## src/rtl/uart_rx.sv

```systemverilog
// 8N1 UART receiver: 2-FF synchroniser, mid-bit sampling, level status flags.
// Optional 2-of-3 majority sampling of start/data bits: define UART_RX_MAJORITY_EN.
module uart_rx #(
  parameter int CLK_FREQ = 50_000_000,
  parameter int BAUD     = 115_200
) (
  input  logic       clk50m,
  input  logic       rst_n,
  input  logic       rx,
  output logic [7:0] rx_data,
  output logic       rx_ready,
  output logic       rx_error,
  output logic       rx_idle
);

  localparam int CLKS_PER_BIT = CLK_FREQ / BAUD;
  localparam int HALF_BIT     = CLKS_PER_BIT / 2;
`ifdef UART_RX_MAJORITY_EN
  localparam int SAMPLE_OFS = 1;  // decide one clock late, once mid-bit+1 is visible
`else
  localparam int SAMPLE_OFS = 0;
`endif
  localparam logic [8:0] START_LAST = 9'(HALF_BIT - 1 + SAMPLE_OFS);
  localparam logic [8:0] BIT_LAST   = 9'(CLKS_PER_BIT - 1);
  localparam logic [8:0] WIN_FIRST  = 9'(HALF_BIT - 1 - SAMPLE_OFS);
  localparam logic [8:0] STOP_LAST  = 9'(CLKS_PER_BIT - 2 - SAMPLE_OFS);

  typedef enum logic [1:0] {IDLE, START, DATA, STOP} state_t;

  function automatic logic maj3(input logic a, input logic b, input logic c);
    return (a & b) | (a & c) | (b & c);
  endfunction

  state_t      state_r, state_s;
  logic [1:0]  sync_r;
  logic        prev_r;
  logic [8:0]  cnt_r, cnt_s;
  logic [2:0]  bit_r, bit_s;
  logic [7:0]  shift_r, shift_s;
  logic        ferr_r, ferr_s;
  logic [7:0]  data_r, data_s;
  logic        ready_r, ready_s;
  logic        error_r, error_s;
  logic        idle_r;
  logic        rxs_s;
  logic        sample_s;

  assign rxs_s = sync_r[1];

`ifdef UART_RX_MAJORITY_EN
  logic [1:0] hist_r;

  // Two-deep history of rxs: hist_r[1] = mid-bit-1, hist_r[0] = mid-bit at decision time.
  always_ff @(posedge clk50m or negedge rst_n) begin
    if (!rst_n) begin
      hist_r <= 2'b11;
    end else begin
      hist_r <= {hist_r[0], rxs_s};
    end
  end

  assign sample_s = maj3(hist_r[1], hist_r[0], rxs_s);
`else
  assign sample_s = rxs_s;
`endif

  // Next-state, counters, shift register and output updates.
  always_comb begin
    state_s = state_r;
    cnt_s   = cnt_r + 9'd1;
    bit_s   = bit_r;
    shift_s = shift_r;
    ferr_s  = ferr_r;
    data_s  = data_r;
    ready_s = ready_r;
    error_s = error_r;
    case (state_r)
      IDLE: begin
        cnt_s = 9'd0;
        if (prev_r && !rxs_s) begin
          state_s = START;
          bit_s   = 3'd0;
          ready_s = 1'b0;
          error_s = 1'b0;
        end else begin
          state_s = IDLE;
        end
      end
      START: begin
        if (cnt_r == START_LAST) begin
          cnt_s   = 9'd0;
          state_s = sample_s ? IDLE : DATA;
        end else begin
          state_s = START;
        end
      end
      DATA: begin
        if (cnt_r == BIT_LAST) begin
          cnt_s   = 9'd0;
          shift_s = {sample_s, shift_r[7:1]};
          if (bit_r == 3'd7) begin
            state_s = STOP;
            ferr_s  = 1'b0;
          end else begin
            bit_s = bit_r + 3'd1;
          end
        end else begin
          state_s = DATA;
        end
      end
      STOP: begin
        // First half of the stop count is still the tail of bit 7.
        if (cnt_r >= WIN_FIRST && !rxs_s) begin
          ferr_s = 1'b1;
        end else begin
          ferr_s = ferr_r;
        end
        if (cnt_r == STOP_LAST) begin
          state_s = IDLE;
          if (ferr_s) begin
            data_s  = 8'h00;
            ready_s = 1'b0;
            error_s = 1'b1;
          end else begin
            data_s  = shift_r;
            ready_s = 1'b1;
            error_s = 1'b0;
          end
        end else begin
          state_s = STOP;
        end
      end
      default: begin
        state_s = IDLE;
      end
    endcase
  end

  // State, synchroniser and registered outputs.
  always_ff @(posedge clk50m or negedge rst_n) begin
    if (!rst_n) begin
      state_r <= IDLE;
      sync_r  <= 2'b11;
      prev_r  <= 1'b1;
      cnt_r   <= 9'd0;
      bit_r   <= 3'd0;
      shift_r <= 8'h00;
      ferr_r  <= 1'b0;
      data_r  <= 8'h00;
      ready_r <= 1'b0;
      error_r <= 1'b0;
      idle_r  <= 1'b1;
    end else begin
      state_r <= state_s;
      sync_r  <= {sync_r[0], rx};
      prev_r  <= rxs_s;
      cnt_r   <= cnt_s;
      bit_r   <= bit_s;
      shift_r <= shift_s;
      ferr_r  <= ferr_s;
      data_r  <= data_s;
      ready_r <= ready_s;
      error_r <= error_s;
      idle_r  <= (state_s == IDLE);
    end
  end

  assign rx_data  = data_r;
  assign rx_ready = ready_r;
  assign rx_error = error_r;
  assign rx_idle  = idle_r;

endmodule

```

## config.mk

```make
export PLATFORM = sky130hd
export DESIGN_NAME = uart_rx
export DESIGN_NICKNAME = d
export VERILOG_FILES = /design/src/rtl/uart_rx.sv
export SDC_FILE = /design/constraint.sdc
export NUM_CORES = 1
export LEC_CHECK = 0
export ABC_CLOCK_PERIOD_IN_PS = 3000
export BUFFER_PORTS_ARGS = -buffer_cell sky130_fd_sc_hd__buf_2
export CAP_MARGIN = 10
export CELL_PAD_IN_SITES_DETAIL_PLACEMENT = 1
export CELL_PAD_IN_SITES_GLOBAL_PLACEMENT = 1
export CORE_ASPECT_RATIO = 0.7
export CORE_MARGIN = 3
export CORE_UTILIZATION = 51
export CTS_BUF_LIST = sky130_fd_sc_hd__clkbuf_16
export DETAILED_ROUTE_END_ITERATION = 7
export PLACE_DENSITY_LB_ADDON = 0.1
export SLEW_MARGIN = 5
export SYNTH_ARGS = -nofsm -noshare
export SYNTH_HDL_FRONTEND = slang
export SYNTH_SLANG_ARGS = --single-unit
```

## constraint.sdc

```tcl
create_clock -name clk50m -period 3 [get_ports clk50m]
set_input_delay 0.45 -clock clk50m [delete_from_list [all_inputs] [get_ports clk50m]]
set_output_delay 0.45 -clock clk50m [all_outputs]
set_load 0.03 [all_outputs]
```

==> results of run 1 <==
area by class of cell:
cell class,count,share of cell area (%)
clock buffer,5,6.26
clock inverter,3,3.26
inverter,8,1.50
multi-input combinational,89,36.8
sequential,37,46.6
tap,38,2.38
timing repair buffer,13,3.26
cell families after synthesis:
kind of cell               Yosys count  synth area share, %
AOI/OAI and AO/OA                   30                 13.5
and+or+nand+nor                     39                 15.4
DFF                                 37                 53.9
buffers and inverters               12                 3.55
adders and majority gates            5                 3.62
xor gates and xnor gates             7                 3.55
muxes                                8                 6.52
critical path, cell delays in order, from the launching register on:
cell	delay, ns
dfrtp_1	0.39
inv_1	0.09
ha_1	0.17
nand4b_2	0.21
nor3_4	0.63
mux2_1	0.39
worst paths after layout:
| path | end | slack, ns | cells after the start |
|---|---|---|---|
| max in group asynchronous | cnt_r[0] | 2.22 | 1 |
| max reg2reg | shift_r[1] | 0.99 | 5 |
| max | shift_r[1] | 0.99 | 5 |
| min in group clk50m | sync_r[0] | 0.27 | 1 |
| min | rx_data[1] | 0.26 | 1 |
| min reg2reg | sync_r[1] | 0.36 | 0 |
cells in the mapped netlist, types with 3 or more instances:
master	n
a21oi_1	3
ha_1	5
dfrtp_1	33
nand3_1	5
inv_1	8
nand2_1	4
a31o_1	3
nor2_1	11
nor3_1	3
mux2_4	6
a22o_1	8
a21boi_1	3
xnor2_1	5
dfstp_2	4
and2_1	3
power breakdown:
part,internal [W],switching (W),total [W]
clock,0.000474,0.000202,0.000676
sequential,0.000540,0.0000573,0.000598
combinational,0.0000611,0.0000743,0.000135
metal layers:
metal	routed length, um	up-vias
met5	0	-
met4	71	0
met3	169	10
met2	1780	23
met1	1830	580
li1	-	524
sequential cells by signal (all words and copies together), names as in the netlist:
signal	cells
cnt_r	9
rx_data	8
shift_r	8
bit_r	3
state_r	2
sync_r	2
ferr_r	1
prev_r	1
rx_error	1
rx_idle	1
rx_ready	1
stage by stage:
step	utilization [%]	hold slack [ns]	instances	area (um2)	worst slack (ns)
detailed placement	56.7	0.353	185	1810	1.02
global placement	56.7	0.348	185	1810	1.11
finish	62.6	0.263	193	2000	0.994
floorplan	-	0.154	138	1730	1.41
CTS	62.6	0.268	193	2000	0.972
global route	62.6	0.260	193	2000	0.859
==> metrics.yaml, run 1 <==
slew_violations: 0
fp.dieW_um: 75.5
fmax_ghz: 0.499
synthCells: 138
p_total_w: 0.00141
final_layout_size_suffix_gt1_share_pct: 27.1
hp-class: "input pin to asynchronous set/reset pin"
rsz0062_at_grt: "no"
drtAntennaViolNets: 0
avgSynthCellArea_um2: 12.5
cts_sinks: 37
cts_resized: 0
tightest_slew_ns: 0.818
core_area_um2: 3190
htreeDepth: 2
synth_flop_cell: "dfrtp_1"
status: "complete, no violations"
worstSetupEndpointType: "flop"
seqCellArea_um2: 931
min_period_ns: 2.01
drt_iter0_drc: 54
nets: 162
setup_tns_ns: 0
grt_pass1_vias: 1194
startpoint: "cnt_r[1]"
clk_pin_slew_ns: 0.06
rows: 17
seq_area_frac_synth_pct: 53.9
synth_enable_flop_cells: 0
synth_top_area_cell: "dfrtp_1"
min_period_over_period_pct: 66.9
root_buffer: "clkbuf_16"
wl_per_cell_um: 20.0
syn_nets: 146
finalWeightedCongestion: 0.744
overflow: 0
initial_utilization_pct: 54.1
die_h_um: 54.7
globalRouteMet1Util_pct: 28.0
leakage_nw: 0.970
portBuffers: 13
ios: 14
use_met2_pct: 34.4
diodes: 0
dieArea_um2: 4130
vias_per_cell: 5.89
clock_latency_ns: 0.28
async_flop_share_pct: 100
cp_max_fo: 12
numCtsBuffers: 5
busiest_layer: "met2"
yosys-top-cells-area: "dfrtp_1 48%, dfstp_2 6.1%, mux2_4 5.2%, a22o_1 4.1%, ha_1 3.6%"
ys_types: 43
synth_top_area_share_pct: 47.8
nFillCells: 339
dr_total_vias: 1137
slew_headroom_pct: 45.5
required_ns: 3.16
post_cts_buffers: 0
setup-violations-final: 0
holdBufCountCts: 0
routed_wl_mm: 3.85
cp.arrival_ns: 2.17
layout_commonest_cell: "dfrtp_1"
grt_pass1_wl_mm: 6.33
grt_usage_pct: 21.9
drv_cap: 0
multiInputGateArea_um2: 734
clock_skew_ns: 0.00447
grt_max_degree: 38
dp_hpwl_mm: 2.43
synth-seq-cells: 37
first_pass_iters: 4
final_hold_viol_count: 0
vdd_drop_max_mv: 0.441
cts_tree: "built"
worstSetupPathType: "flop to flop"
powerDensity_nw_per_um2: 705
ys_warn_count: 0
area_delta_synth_final_pct: 15.7
grt_antenna_before_repair: 0
startpoint_type: "flop"
regToRegStartpoint: "cnt_r[1]"
syn_area_um2: 1730
cts_buffer_depth: 2
final_cell_mix: "33 x dfrtp_1, 13 x buf_2, 11 x nor2_1"
route.detailed.drc: 0
groute.layer.met3.usage_pct: 8.62
(Power assumes the default switching activity.)
==> run 2, diff against run 1 <==
Settings changed: ABC_CLOCK_PERIOD_IN_PS 3000 to 1800, CORE_UTILIZATION 51 to 43.
Clock period 3 ns to 1.8 ns, I/O delays scaled along.
==> run 2 against run 1 <==
Cell count up 12%. Routed wire length decreased by 2.3%. Sequential power increased by 65%. Fmax increased by 16%. Clock-buffer cell count stayed put. Critical path depth increased by 1. Largest power group is now sequential cells.
==> metrics.yaml, run 2 (synthesis results as in run 1) <==
vias_per_cell: 5.29
cts_tree: "built"
worstSetupEndpointType: "flop"
final_layout_size_suffix_gt1_share_pct: 33.7
core_area_um2: 3690
portBuffers: 13
critPathBufInv: 2
grt_usage_pct: 17.7
powerDensity_nw_per_um2: 1020
final_cell_mix: "32 x dfrtp_1, 13 x buf_2, 11 x nor2_1"
finalWorstSetupSlack_ns: 0.0767
initial_utilization_pct: 46.7
largest_reg_flops: 9
path_cells: "buf_4, ha_1, nand4b_2, nor3_4, buf_12, mux2_1"
required_ns: 1.96
numCtsBuffers: 5
drt_iter0_drc: 65
min_period_over_period_pct: 95.7
htreeDepth: 2
drv_cap: 0
status: "complete, no violations"
layout_commonest_cell: "dfrtp_1"
rows: 18
fp.dieW_um: 81.7
wl_per_cell_um: 17.4
cp_max_fo: 12
area_delta_synth_final_pct: 20.7
dp_hpwl_mm: 2.60
startpoint_type: "flop"
setup-violations-final: 0
setup_tns_ns: 0
regToRegStartpoint: "cnt_r[0]"
cts_buffer_depth: 2
nets: 173
fmax_ghz: 0.580
dp_slack_ns: 0.00795
finalWeightedCongestion: 0.738
min_period_ns: 1.72
first_pass_iters: 4
grt_pass1_vias: 1205
cts_sinks: 37
slowest_delay_ns: 0.38
final_util_pct: 56.4
dieArea_um2: 4820
overflow: 0
tightest_slew_ns: 0.466
ios: 14
top_register: "cnt_r"
die_h_um: 59.0
leakage_nw: 1.01
slowest_stage: "dfrtp_2"
grt_max_degree: 38
cp.arrival_ns: 1.88
clock_latency_ns: 0.28
clk_pin_slew_ns: 0.06
hp-class: "input pin to asynchronous set/reset pin"
clock_skew_ns: 0.00399
slew_headroom_pct: 69.0
slew_violations: 0
routed_wl_mm: 3.76
final_hold_viol_count: 0
dr_total_vias: 1142
worstSetupPathType: "flop to flop"
startpoint: "cnt_r[0]"
grt_antenna_before_repair: 0
grt_pass1_wl_mm: 6.27
route.detailed.drc: 0
nFillCells: 392
root_buffer: "clkbuf_16"
vdd_drop_max_mv: 0.483
diodes: 0
drtAntennaViolNets: 0
crit_family: "simple AND/OR/NAND/NOR gates"
[run 2: worst reg2reg max path: stages (launching register included)]
cell	delay (ns)
dfrtp_2	0.38
buf_4	0.12
ha_1	0.15
nand4b_2	0.19
nor3_4	0.27
buf_12	0.18
mux2_1	0.32
[run 2: area by class of cell]
type	instances	area [um2]	share of cell area (%)
clock inverters	3	13.8	0.661
repair buffers	24	173	8.29
flip-flops and latches	37	932	44.7
inverters	8	30.0	1.44
multi-input cells	89	747	35.9
well taps	50	62.6	3.00
clock buffers	5	125	6.01
[run 2: through the flow]
step                hold WS [ns]  instances  total power, W  cell area (um2)
finish                    0.0332        216         0.00212             2080
floorplan                -0.0256        138         0.00115             1730
CTS                       0.0544        213         0.00208             2050
global route              0.0783        216         0.00223             2080
global placement           0.330        204         0.00123             1890
detailed placement         0.343        204         0.00126             1890
[run 2: metal layers]
layer / GRT usage [%] / routed length (um)
met3: 5.02 / 135
met1: 25.6 / 1910
met4: 4.98 / 37
met5: 0 / 0
met2: 26.1 / 1680
[run 2: power by group]
group	switching, W	internal, W
logic	0.000159	0.000148
registers	0.0000841	0.000903
clock network	0.000327	0.000502
[run 2: path summary, 6_finish.rpt]
| kind | to | slack (ns) | depth (start not counted) |
|---|---|---|---|
| worst max-delay path | shift_r[1] | 0.08 | 6 |
| worst min-delay path | cnt_r[8] | 0.03 | 2 |
| worst max register to register | shift_r[1] | 0.08 | 6 |
| max in group asynchronous | sync_r[0] | 1.41 | 2 |
| worst min register to register | sync_r[1] | 0.36 | 0 |
| min in group clk50m | sync_r[0] | 0.09 | 1 |
[run 2: repair_timing]
action                                  4_1_cts  5_1_grt
cloned                                        0        0
hold buffers                                  0        0
gates resized for setup                       0        5
endpoints found under the setup margin        2       19
setup buffers                                 1        3
pin swaps                                     1        4
